`src/rtl/mem_access_arbiter_if.sv`:
```
// rtl/mem_access_arbiter_if.sv - requester and byte-RAM signal bundle for mem_access_arbiter
interface mem_access_arbiter_if;
  logic        valid0;
  logic        valid1;
  logic        rw0;
  logic        rw1;
  logic [1:0]  size0;
  logic [1:0]  size1;
  logic [7:0]  addr0;
  logic [7:0]  addr1;
  logic [31:0] wdata0;
  logic [31:0] wdata1;
  logic        done0;
  logic        done1;
  logic [31:0] rdata;
  logic        err;
  logic        busy;
  logic        ram_en;
  logic        ram_rw;
  logic [7:0]  ram_addr;
  logic [7:0]  ram_wdata;
  logic [7:0]  ram_rdata;

  // Arbiter side: takes requests and RAM read data, drives completions and RAM strobes
  modport slave (
    input  valid0, valid1, rw0, rw1, size0, size1, addr0, addr1, wdata0, wdata1, ram_rdata,
    output done0, done1, rdata, err, busy, ram_en, ram_rw, ram_addr, ram_wdata
  );

  // Requester/RAM side
  modport master (
    output valid0, valid1, rw0, rw1, size0, size1, addr0, addr1, wdata0, wdata1, ram_rdata,
    input  done0, done1, rdata, err, busy, ram_en, ram_rw, ram_addr, ram_wdata
  );
endinterface

```
`src/rtl/mem_access_arbiter.sv`:
```
// rtl/mem_access_arbiter.sv - two-port byte-serial RAM arbiter, big-endian; MEM_ARB_RR_EN selects round-robin
module mem_access_arbiter (
  input logic                  clk,
  input logic                  rst_n,
  mem_access_arbiter_if.slave  bus
);

  typedef enum logic [1:0] {IDLE = 2'd0, XFER = 2'd1, DONE = 2'd2} state_t;

  state_t      r_state;
  state_t      w_state_nxt;
  logic        r_port;
  logic        r_rw;
  logic        r_err;
  logic [1:0]  r_size;
  logic [1:0]  r_k;
  logic [7:0]  r_addr;
  logic [31:0] r_wdata;
  logic [31:0] r_acc;
  logic [31:0] r_rdata;

  logic        w_req;
  logic        w_grant;
  logic        w_sel;
  logic        w_sel_rw;
  logic [1:0]  w_sel_size;
  logic [7:0]  w_sel_addr;
  logic [31:0] w_sel_wdata;
  logic [1:0]  w_nm1;
  logic [1:0]  w_byte_idx;
  logic        w_last;
  logic [7:0]  w_wbyte;
  logic [31:0] w_result;

  assign w_req   = bus.valid0 | bus.valid1;
  assign w_grant = (r_state == IDLE) && w_req;

`ifdef MEM_ARB_RR_EN
  logic r_prio;

  assign w_sel = (bus.valid0 && bus.valid1) ? r_prio : bus.valid1;

  // Priority pointer: after each grant the other port gets preference
  always_ff @(posedge clk or negedge rst_n) begin
    if (!rst_n) begin
      r_prio <= 1'b0;
    end else if (w_grant) begin
      r_prio <= ~w_sel;
    end
  end
`else
  assign w_sel = ~bus.valid0;
`endif

  assign w_sel_rw    = w_sel ? bus.rw1    : bus.rw0;
  assign w_sel_size  = w_sel ? bus.size1  : bus.size0;
  assign w_sel_addr  = w_sel ? bus.addr1  : bus.addr0;
  assign w_sel_wdata = w_sel ? bus.wdata1 : bus.wdata0;

  assign w_last     = (r_k == w_nm1);
  assign w_byte_idx = w_nm1 - r_k;
  assign w_result   = (r_rw || r_err) ? 32'h0 : r_acc;

  // Index of the final byte for the latched size; MSB goes out first
  always_comb begin
    w_nm1   = 2'd3;
    w_wbyte = 8'h00;
    case (r_size)
      2'b00:   w_nm1 = 2'd0;
      2'b01:   w_nm1 = 2'd1;
      default: w_nm1 = 2'd3;
    endcase
    case (w_byte_idx)
      2'd0:    w_wbyte = r_wdata[7:0];
      2'd1:    w_wbyte = r_wdata[15:8];
      2'd2:    w_wbyte = r_wdata[23:16];
      default: w_wbyte = r_wdata[31:24];
    endcase
  end

  // State register
  always_ff @(posedge clk or negedge rst_n) begin
    if (!rst_n) begin
      r_state <= IDLE;
    end else begin
      r_state <= w_state_nxt;
    end
  end

  // Next state: illegal size skips the RAM entirely
  always_comb begin
    w_state_nxt = r_state;
    case (r_state)
      IDLE: begin
        if (w_req) begin
          w_state_nxt = (w_sel_size == 2'b11) ? DONE : XFER;
        end
      end
      XFER: begin
        if (w_last) begin
          w_state_nxt = DONE;
        end
      end
      DONE:    w_state_nxt = IDLE;
      default: w_state_nxt = IDLE;
    endcase
  end

  // Outputs decoded from state; RAM lines stay at zero outside XFER
  always_comb begin
    bus.done0     = 1'b0;
    bus.done1     = 1'b0;
    bus.err       = 1'b0;
    bus.rdata     = r_rdata;
    bus.busy      = (r_state != IDLE);
    bus.ram_en    = 1'b0;
    bus.ram_rw    = 1'b0;
    bus.ram_addr  = 8'h00;
    bus.ram_wdata = 8'h00;
    if (r_state == XFER) begin
      bus.ram_en    = 1'b1;
      bus.ram_rw    = r_rw;
      bus.ram_addr  = r_addr + {6'b0, r_k};
      bus.ram_wdata = r_rw ? w_wbyte : 8'h00;
    end
    if (r_state == DONE) begin
      bus.done0 = ~r_port;
      bus.done1 = r_port;
      bus.err   = r_err;
      bus.rdata = w_result;
    end
  end

  // Request latch, byte counter, read accumulator and held result
  always_ff @(posedge clk or negedge rst_n) begin
    if (!rst_n) begin
      r_port  <= 1'b0;
      r_rw    <= 1'b0;
      r_err   <= 1'b0;
      r_size  <= 2'b00;
      r_k     <= 2'd0;
      r_addr  <= 8'h00;
      r_wdata <= 32'h0;
      r_acc   <= 32'h0;
      r_rdata <= 32'h0;
    end else begin
      case (r_state)
        IDLE: begin
          if (w_grant) begin
            r_port  <= w_sel;
            r_rw    <= w_sel_rw;
            r_size  <= w_sel_size;
            r_addr  <= w_sel_addr;
            r_wdata <= w_sel_wdata;
            r_err   <= (w_sel_size == 2'b11);
            r_k     <= 2'd0;
            r_acc   <= 32'h0;
          end
        end
        XFER: begin
          r_k <= r_k + 2'd1;
          if (!r_rw) begin
            r_acc <= {r_acc[23:0], bus.ram_rdata};
          end
        end
        DONE: begin
          r_rdata <= w_result;
        end
        default: ;
      endcase
    end
  end

endmodule
```
`src/flat_wrapper.sv`:
```
// flat-port wrapper written by rule: the top's interface ports become plain ports
module mem_access_arbiter_flat 
  (clk, rst_n, bus_valid0, bus_valid1, bus_rw0, bus_rw1, bus_size0, bus_size1, bus_addr0, bus_addr1, bus_wdata0, bus_wdata1, bus_ram_rdata, bus_done0, bus_done1, bus_rdata, bus_err, bus_busy, bus_ram_en, bus_ram_rw, bus_ram_addr, bus_ram_wdata);
  mem_access_arbiter_if bus_i ();
  input logic clk;
  input logic rst_n;
  input wire logic [$bits(bus_i.valid0)-1:0] bus_valid0;
  input wire logic [$bits(bus_i.valid1)-1:0] bus_valid1;
  input wire logic [$bits(bus_i.rw0)-1:0] bus_rw0;
  input wire logic [$bits(bus_i.rw1)-1:0] bus_rw1;
  input wire logic [$bits(bus_i.size0)-1:0] bus_size0;
  input wire logic [$bits(bus_i.size1)-1:0] bus_size1;
  input wire logic [$bits(bus_i.addr0)-1:0] bus_addr0;
  input wire logic [$bits(bus_i.addr1)-1:0] bus_addr1;
  input wire logic [$bits(bus_i.wdata0)-1:0] bus_wdata0;
  input wire logic [$bits(bus_i.wdata1)-1:0] bus_wdata1;
  input wire logic [$bits(bus_i.ram_rdata)-1:0] bus_ram_rdata;
  output wire logic [$bits(bus_i.done0)-1:0] bus_done0;
  output wire logic [$bits(bus_i.done1)-1:0] bus_done1;
  output wire logic [$bits(bus_i.rdata)-1:0] bus_rdata;
  output wire logic [$bits(bus_i.err)-1:0] bus_err;
  output wire logic [$bits(bus_i.busy)-1:0] bus_busy;
  output wire logic [$bits(bus_i.ram_en)-1:0] bus_ram_en;
  output wire logic [$bits(bus_i.ram_rw)-1:0] bus_ram_rw;
  output wire logic [$bits(bus_i.ram_addr)-1:0] bus_ram_addr;
  output wire logic [$bits(bus_i.ram_wdata)-1:0] bus_ram_wdata;
  assign bus_i.valid0 = bus_valid0;
  assign bus_i.valid1 = bus_valid1;
  assign bus_i.rw0 = bus_rw0;
  assign bus_i.rw1 = bus_rw1;
  assign bus_i.size0 = bus_size0;
  assign bus_i.size1 = bus_size1;
  assign bus_i.addr0 = bus_addr0;
  assign bus_i.addr1 = bus_addr1;
  assign bus_i.wdata0 = bus_wdata0;
  assign bus_i.wdata1 = bus_wdata1;
  assign bus_i.ram_rdata = bus_ram_rdata;
  assign bus_done0 = bus_i.done0;
  assign bus_done1 = bus_i.done1;
  assign bus_rdata = bus_i.rdata;
  assign bus_err = bus_i.err;
  assign bus_busy = bus_i.busy;
  assign bus_ram_en = bus_i.ram_en;
  assign bus_ram_rw = bus_i.ram_rw;
  assign bus_ram_addr = bus_i.ram_addr;
  assign bus_ram_wdata = bus_i.ram_wdata;
  mem_access_arbiter u_core (.clk(clk), .rst_n(rst_n), .bus(bus_i));
endmodule
```
`config.mk`:
```
export PLATFORM = sky130hd
export DESIGN_NAME = mem_access_arbiter_flat
export DESIGN_NICKNAME = d
export VERILOG_FILES = /design/src/rtl/mem_access_arbiter_if.sv /design/src/rtl/mem_access_arbiter.sv /design/src/flat_wrapper.sv
export SDC_FILE = /design/constraint.sdc
export NUM_CORES = 1
export LEC_CHECK = 0
export ABC_AREA = 1
export CORE_MARGIN = 4
export CORE_UTILIZATION = 48
export CTS_CLUSTER_SIZE = 40
export DETAILED_ROUTE_END_ITERATION = 10
export GPL_TIMING_DRIVEN = 0
export PLACE_DENSITY_LB_ADDON = 0.15
export SYNTH_ARGS = -nofsm -noshare
export SYNTH_HDL_FRONTEND = slang
export SYNTH_SLANG_ARGS = --single-unit
```
`constraint.sdc`:
```
create_clock -name clk -period 1.9 [get_ports clk]
set_clock_uncertainty 0.1 [all_clocks]
set_input_delay 0.285 -clock clk [delete_from_list [all_inputs] [get_ports clk]]
set_output_delay 0.285 -clock clk [all_outputs]
set_load 0.1 [all_outputs]
```
==> results.yml, run 1 <==
outcome:
  status: "finished with violations"
  violations: "negative setup slack"
power:
  p_per_area_nw_per_um2: 2058
  report.power.total_mw: 20.41
  peakVddDrop_mv: 1.359
  p_leak_nw: 4.254
grt:
  grt_pass1_vias: 6169
  antenna_found_initial: 0
  grt.total_usage: 0.3156
  grt_pass1_wl_mm: 31.46
  overflow: 0
  grt_max_degree: 62
synthesis:
  synth_cell_type_count: 27
  netlist_instances: 648
  synth_ff_type: "dfrtp_1"
  yosys.area.top_type: "dfrtp_1"
  yosys.cell_count.top_type: "nand2_1"
  syn_area_per_cell_um2: 8.197
  synth.top_cells.by_area: "dfrtp_1, nand2_1, nand3_1"
  synth_edf_count: 0
  synth_async_sr_flop_share: 1.000
  ys_warn_count: 0
  syn_nets: 750
  ys_ff_latch: 113
  synth.yosys.seq_area_share: 0.5324
  syn_area_um2: 5311
  yosys.area.top_type_share: 0.5324
  synth_common_cells: "nand2_1, dfrtp_1, inv_1"
die:
  design.portCount: 152
  core-area_um2: 10840
  die_h_um: 113.2
  dieArea_um2: 12810
  die_w_um: 113.2
  floorplan.initialDensity: 0.4900
  fp-row-count: 38
detailed_routing:
  viasPerCell: 6.254
  vias: 6492
  wl_per_cell_um: 24.77
  drc_errors: 0
  totalWireLength_mm: 25.72
  drtAntennaViolNets: 0
  drt_pass1_iterations: 6
  initialDrtViolationCount: 994
timing:
  finalMaxSlewViolations: 0
  hold_viol: 0
  rsz0062_at_grt: "yes"
  worst_pin_slew_ps: 719.1
  fmax_ghz: 0.3533
  finalSetupViolCount: 116
  layout_setup_ws_ps: -930.4
  hold_slack_ps: 18.71
  min_period_over_period: 1.490
  finalCriticalPeriod_ps: 2830
  slew_headroom: 0.5206
layout:
  final_util: 0.9149
  drive_above_1_share: 0.3497
  synthToLayoutAreaGrowth_pct: 86.74
  n_antenna_cell: 0
  finalNetCount: 987
clock_network:
  cts_root_buf: "clkbuf_8"
  clk_latency_ps: 540
  cts_buffers: 17
  tritoncts: "yes"
  cts_max_level: 4
  clock_sinks: 113
  max-clock-path-buffers: 2
  clk_pin_slew_ps: 60
placed_design:
  place.gp.congestion: 0.8566
  dpl.hpwl_mm: 11.61
  io_buffers: 150
critical_path:
  crit_fanout: 7
  endpoint_kind: "output port"
  path_class: "register to output port"
  required_ps: 1510
  startpoint_type: "register"
  crit_arrival_ps: 2450
min_path:
  hold_class: "input port to register"
run:
  drv_cap: 0
==> cell usage in the layout, fill, tap and decap left out, drive strengths merged, types with 3 or more instances in the layout <==
| cell type | count |
|---|---|
| a21oi | 9 |
| nand3b | 7 |
| clkinv | 5 |
| clkinvlp | 6 |
| o21ai | 78 |
| ha | 3 |
| nand2 | 168 |
| nand3 | 57 |
| inv | 58 |
| dfrtp | 113 |
| a31oi | 42 |
| nor2 | 61 |
| nor3 | 4 |
| clkbuf | 40 |
| bufinv | 3 |
| clkdlybuf4s50 | 95 |
| buf | 145 |
==> registers in the layout, summed over array words and instances (netlist names) <==
register	count
u_core.r_k	2
u_core.r_size	2
u_core.r_acc	32
u_core.r_rdata	32
u_core.r_state	2
u_core.r_port	1
u_core.r_wdata	32
u_core.r_rw	1
u_core.r_err	1
u_core.r_addr	8
==> per-stage QoR <==
stage | setup WS [ps] | instances | TNS, ps | cell area [um^2]
after floorplan | -399.3 | 648 | -3142 | 5981
after global placement | -4058 | 938 | -457550 | 7657
after detailed placement | -1155 | 939 | -46930 | 7682
after CTS | -713.9 | 1014 | -25900 | 9427
after global routing | -978.3 | 1038 | -37030 | 9918
final | -930.4 | 1038 | -34130 | 9918
==> critical path, stage by stage (launching register included) <==
cell,delay (ps)
dfrtp_1,410
buf_4,160
inv_1,100
nand2_2,120
nand3_2,160
nand2_8,100
buf_6,150
o21ai_0,120
nand3_1,170
nand2_2,130
clkinvlp_4,110
buf_12,170
==> cells by family (layout without fill, tap and decap cells) <==
family | after synthesis | after routing | share of synthesized area
AO/OA/AOI/OAI | 130 | 130 | 0.1329
XOR/XNOR | 1 | 1 | 0.001649
adder cells (fa/ha/maj) | 4 | 4 | 0.01084
buffers and inverters | 103 | 353 | 0.08669
flip-flops | 113 | 113 | 0.5324
AND/OR/NAND/NOR | 297 | 297 | 0.2356
==> path summary, 6_finish.rpt <==
| check | depth (start not counted) | end | startpoint | slack, ps |
|---|---|---|---|---|
| setup / recovery | 11 | bus_ram_wdata[0] | u_core.r_size[1]$_DFFE_PN0P_ | -930 |
| hold / removal | 3 | u_core.r_addr[5]$_DFFE_PN0P_ | bus_valid0 | 20 |
| setup reg to reg | 11 | u_core.r_acc[0]$_DFFE_PN0P_ | u_core.r_state[1]$_DFFE_PN0P_ | -160 |
| hold reg to reg | 1 | u_core.r_err$_DFFE_PN0P_ | u_core.r_err$_DFFE_PN0P_ | 430 |
| max in group asynchronous | 3 | u_core.r_addr[1]$_DFFE_PN0P_ | rst_n | 680 |
| min in group asynchronous | 2 | u_core.r_rdata[4]$_DFF_PN0_ | rst_n | 240 |
==> repair_timing <==
item / in CTS / in global routing
gates resized for setup: 565 / 77
pin swaps: 42 / 37
setup endpoints to repair: 54 / 76
endpoints found under the hold margin: 52 / 0
hold buffers: 1 / 0
setup buffers: 40 / 24
gates cloned: 3 / 1
==> metal layers <==
metal,track usage,routed length (um)
met1,0.3601,8480
met2,0.5525,12870
met3,0.06631,2395
met4,0.1707,1972
met5,0,0
==> power breakdown <==
part	internal, mW	total [mW]	switching, mW
sequential	3.23	4.02	0.792
combinational	4.72	13.0	8.28
clock	2.14	3.39	1.25
==> layout make-up <==
cell class | instances | area, um^2
Buffer | 39 | 377.9
Clock buffer | 23 | 476.7
Clock inverter | 9 | 128.9
Fill cell | 382 | 922.1
Inverter | 63 | 279.0
Multi-Input combinational cell | 432 | 2882
Sequential cell | 113 | 2833
Tap cell | 140 | 175.2
Timing Repair Buffer | 219 | 2766
Note: power is estimated with default switching activity, not from simulation.
==> run 2: changes to the inputs <==
Clock period 1.9 ns to 2.7 ns, I/O delays scaled along.
==> results.yml, run 2 (synthesized netlist as in run 1, its figures left out) <==
outcome:
  status: "finished with violations"
  violations: "negative setup slack"
detailed_routing:
  drc_errors: 0
  totalWireLength_mm: 15.94
  wl_per_cell_um: 16.21
  viasPerCell: 5.428
  initialDrtViolationCount: 388
  vias: 5336
  drtAntennaViolNets: 0
  drt_pass1_iterations: 5
grt:
  overflow: 0
  antenna_found_initial: 0
  grt_max_degree: 61
  grt_pass1_wl_mm: 25.17
  grt_pass1_vias: 5378
  grt.total_usage: 0.2472
layout:
  stdcell_area_um2: 8005
  stdcell_count: 983
  n_antenna_cell: 0
  layout_commonest_cell: "nand2_1"
  final_util: 0.7385
  synthToLayoutAreaGrowth_pct: 50.72
  drive_above_1_share: 0.2503
  num-fill-cells: 811
  final_cell_mix: "nand2_1, dfrtp_1, clkdlybuf4s50_1"
  finalNetCount: 932
  top_regs: "u_core.r_acc: 32 flops, u_core.r_rdata: 32 flops, u_core.r_wdata: 32 flops"
die:
  die_w_um: 113.2
  design.portCount: 152
  floorplan.initialDensity: 0.4900
  core-area_um2: 10840
  dieArea_um2: 12810
  die_h_um: 113.2
  fp-row-count: 38
placed_design:
  placedCellCount: 939
  io_buffers: 150
  place.gp.congestion: 0.8818
  dpl.hpwl_mm: 11.60
  placed_area_um2: 7162
critical_path:
  startpoint_type: "register"
  crit_fanout: 3
  crit_arrival_ps: 2200
  rrSetupSlack_ps: 1090
  path_class: "register to output port"
  rr_endpoint: "u_core.r_state[1]$_DFFE_PN0P_"
  r2r_cells: 7
  endpoint_kind: "output port"
  r2r-start: "u_core.r_k[0]$_DFFE_PN0P_"
  required_ps: 2190
power:
  p_per_area_nw_per_um2: 1392
  report.power.total_mw: 11.14
  peakVddDrop_mv: 1.190
  p_leak_nw: 3.627
timing:
  finalSetupViolCount: 2
  finalCriticalPeriod_ps: 2709
  finalMaxSlewViolations: 0
  layout_setup_ws_ps: -8.996
  slew_headroom: 0.3549
  fmax_ghz: 0.3691
  hold_viol: 0
  finalSetupTns_ps: -10.17
  min_period_over_period: 1.003
  rsz0062_at_grt: "yes"
  worst_pin_slew_ps: 971.5
clock_network:
  cts_max_level: 4
  tritoncts: "yes"
  clk_pin_slew_ps: 60
  cts_buffers: 17
  max-clock-path-buffers: 2
  clock_sinks: 113
  cts_root_buf: "clkbuf_8"
  clk_latency_ps: 530
min_path:
  min_from: "bus_valid0"
  min_path_cells: 3
  hold_class: "input port to register"
  min_to: "u_core.r_addr[5]$_DFFE_PN0P_"
run:
  drv_cap: 0
-- run 2: power by group --
| group | switching, mW | internal (mW) | leakage [nW] |
|---|---|---|---|
| Sequential | 0.385 | 2.27 | 1.44 |
| Clock | 0.802 | 1.26 | 0.266 |
| Combinational | 4.44 | 1.98 | 1.92 |
| Total | 5.62 | 5.52 | 3.63 |
-- run 2: worst max path at each step --
stage	start	depth (start not counted)	slack (ps)	to
4_1_cts	u_core.r_size[1]$_DFFE_PN0P_	10	-30	bus_ram_wdata[6]
3_5_place_dp	u_core.r_size[1]$_DFFE_PN0P_	10	-590	bus_ram_wdata[7]
6_report	u_core.r_k[0]$_DFFE_PN0P_	8	-9	bus_ram_addr[6]
3_3_place_gp	rst_n	1	-3000	u_core.r_wdata[11]$_DFFE_PN0P_
2_1_floorplan	u_core.r_state[1]$_DFFE_PN0P_	4	-660	bus_rdata[0]
5_1_grt	u_core.r_size[1]$_DFFE_PN0P_	10	-90	bus_ram_wdata[6]
-- run 2: routing by layer --
layer,routed length (um),GRT usage,vias up
li1,-,-,2495
met3,1177,0.05775,32
met1,6341,0.2981,2570
met2,8091,0.4301,239
met4,325,0.09455,0
met5,0,0,-
-- run 2: critical path: stages (launching register included) --
cell and delay (ps):
dfrtp_1 400, ha_2 200, fa_2 390, nand2_2 90, nor3_2 50, nand2_1 110, o21ai_2 70, a21oi_2 160
buf_8 220
-- run 2: per-stage QoR --
stage	setup WS (ps)	hold slack, ps
global placement	-3001	354.3
CTS	-26.38	139.7
finish	-8.996	147.2
detailed placement	-590.2	360.6
floorplan	-656.8	9.409
global route	-93.84	162.9
-- run 2: layout make-up --
type	count	area [um^2]	share of cell area
Inverter	63	244.0	0.03048
Clock buffer	19	441.7	0.05517
Clock inverter	13	111.4	0.01391
Timing Repair Buffer	164	1672	0.2088
Tap cell	140	175.2	0.02188
Buffer	39	242.7	0.03032
Multi-Input combinational cell	432	2288	0.2859
Sequential cell	113	2830	0.3535
-- run 2: what timing repair did --
item,4_1_cts,5_1_grt
pin swaps,0,11
cloned,0,2
hold buffers,1,0
gates resized for setup,351,68
setup endpoints to repair,54,43
endpoints found under the hold margin,53,0
buffers inserted,4,6
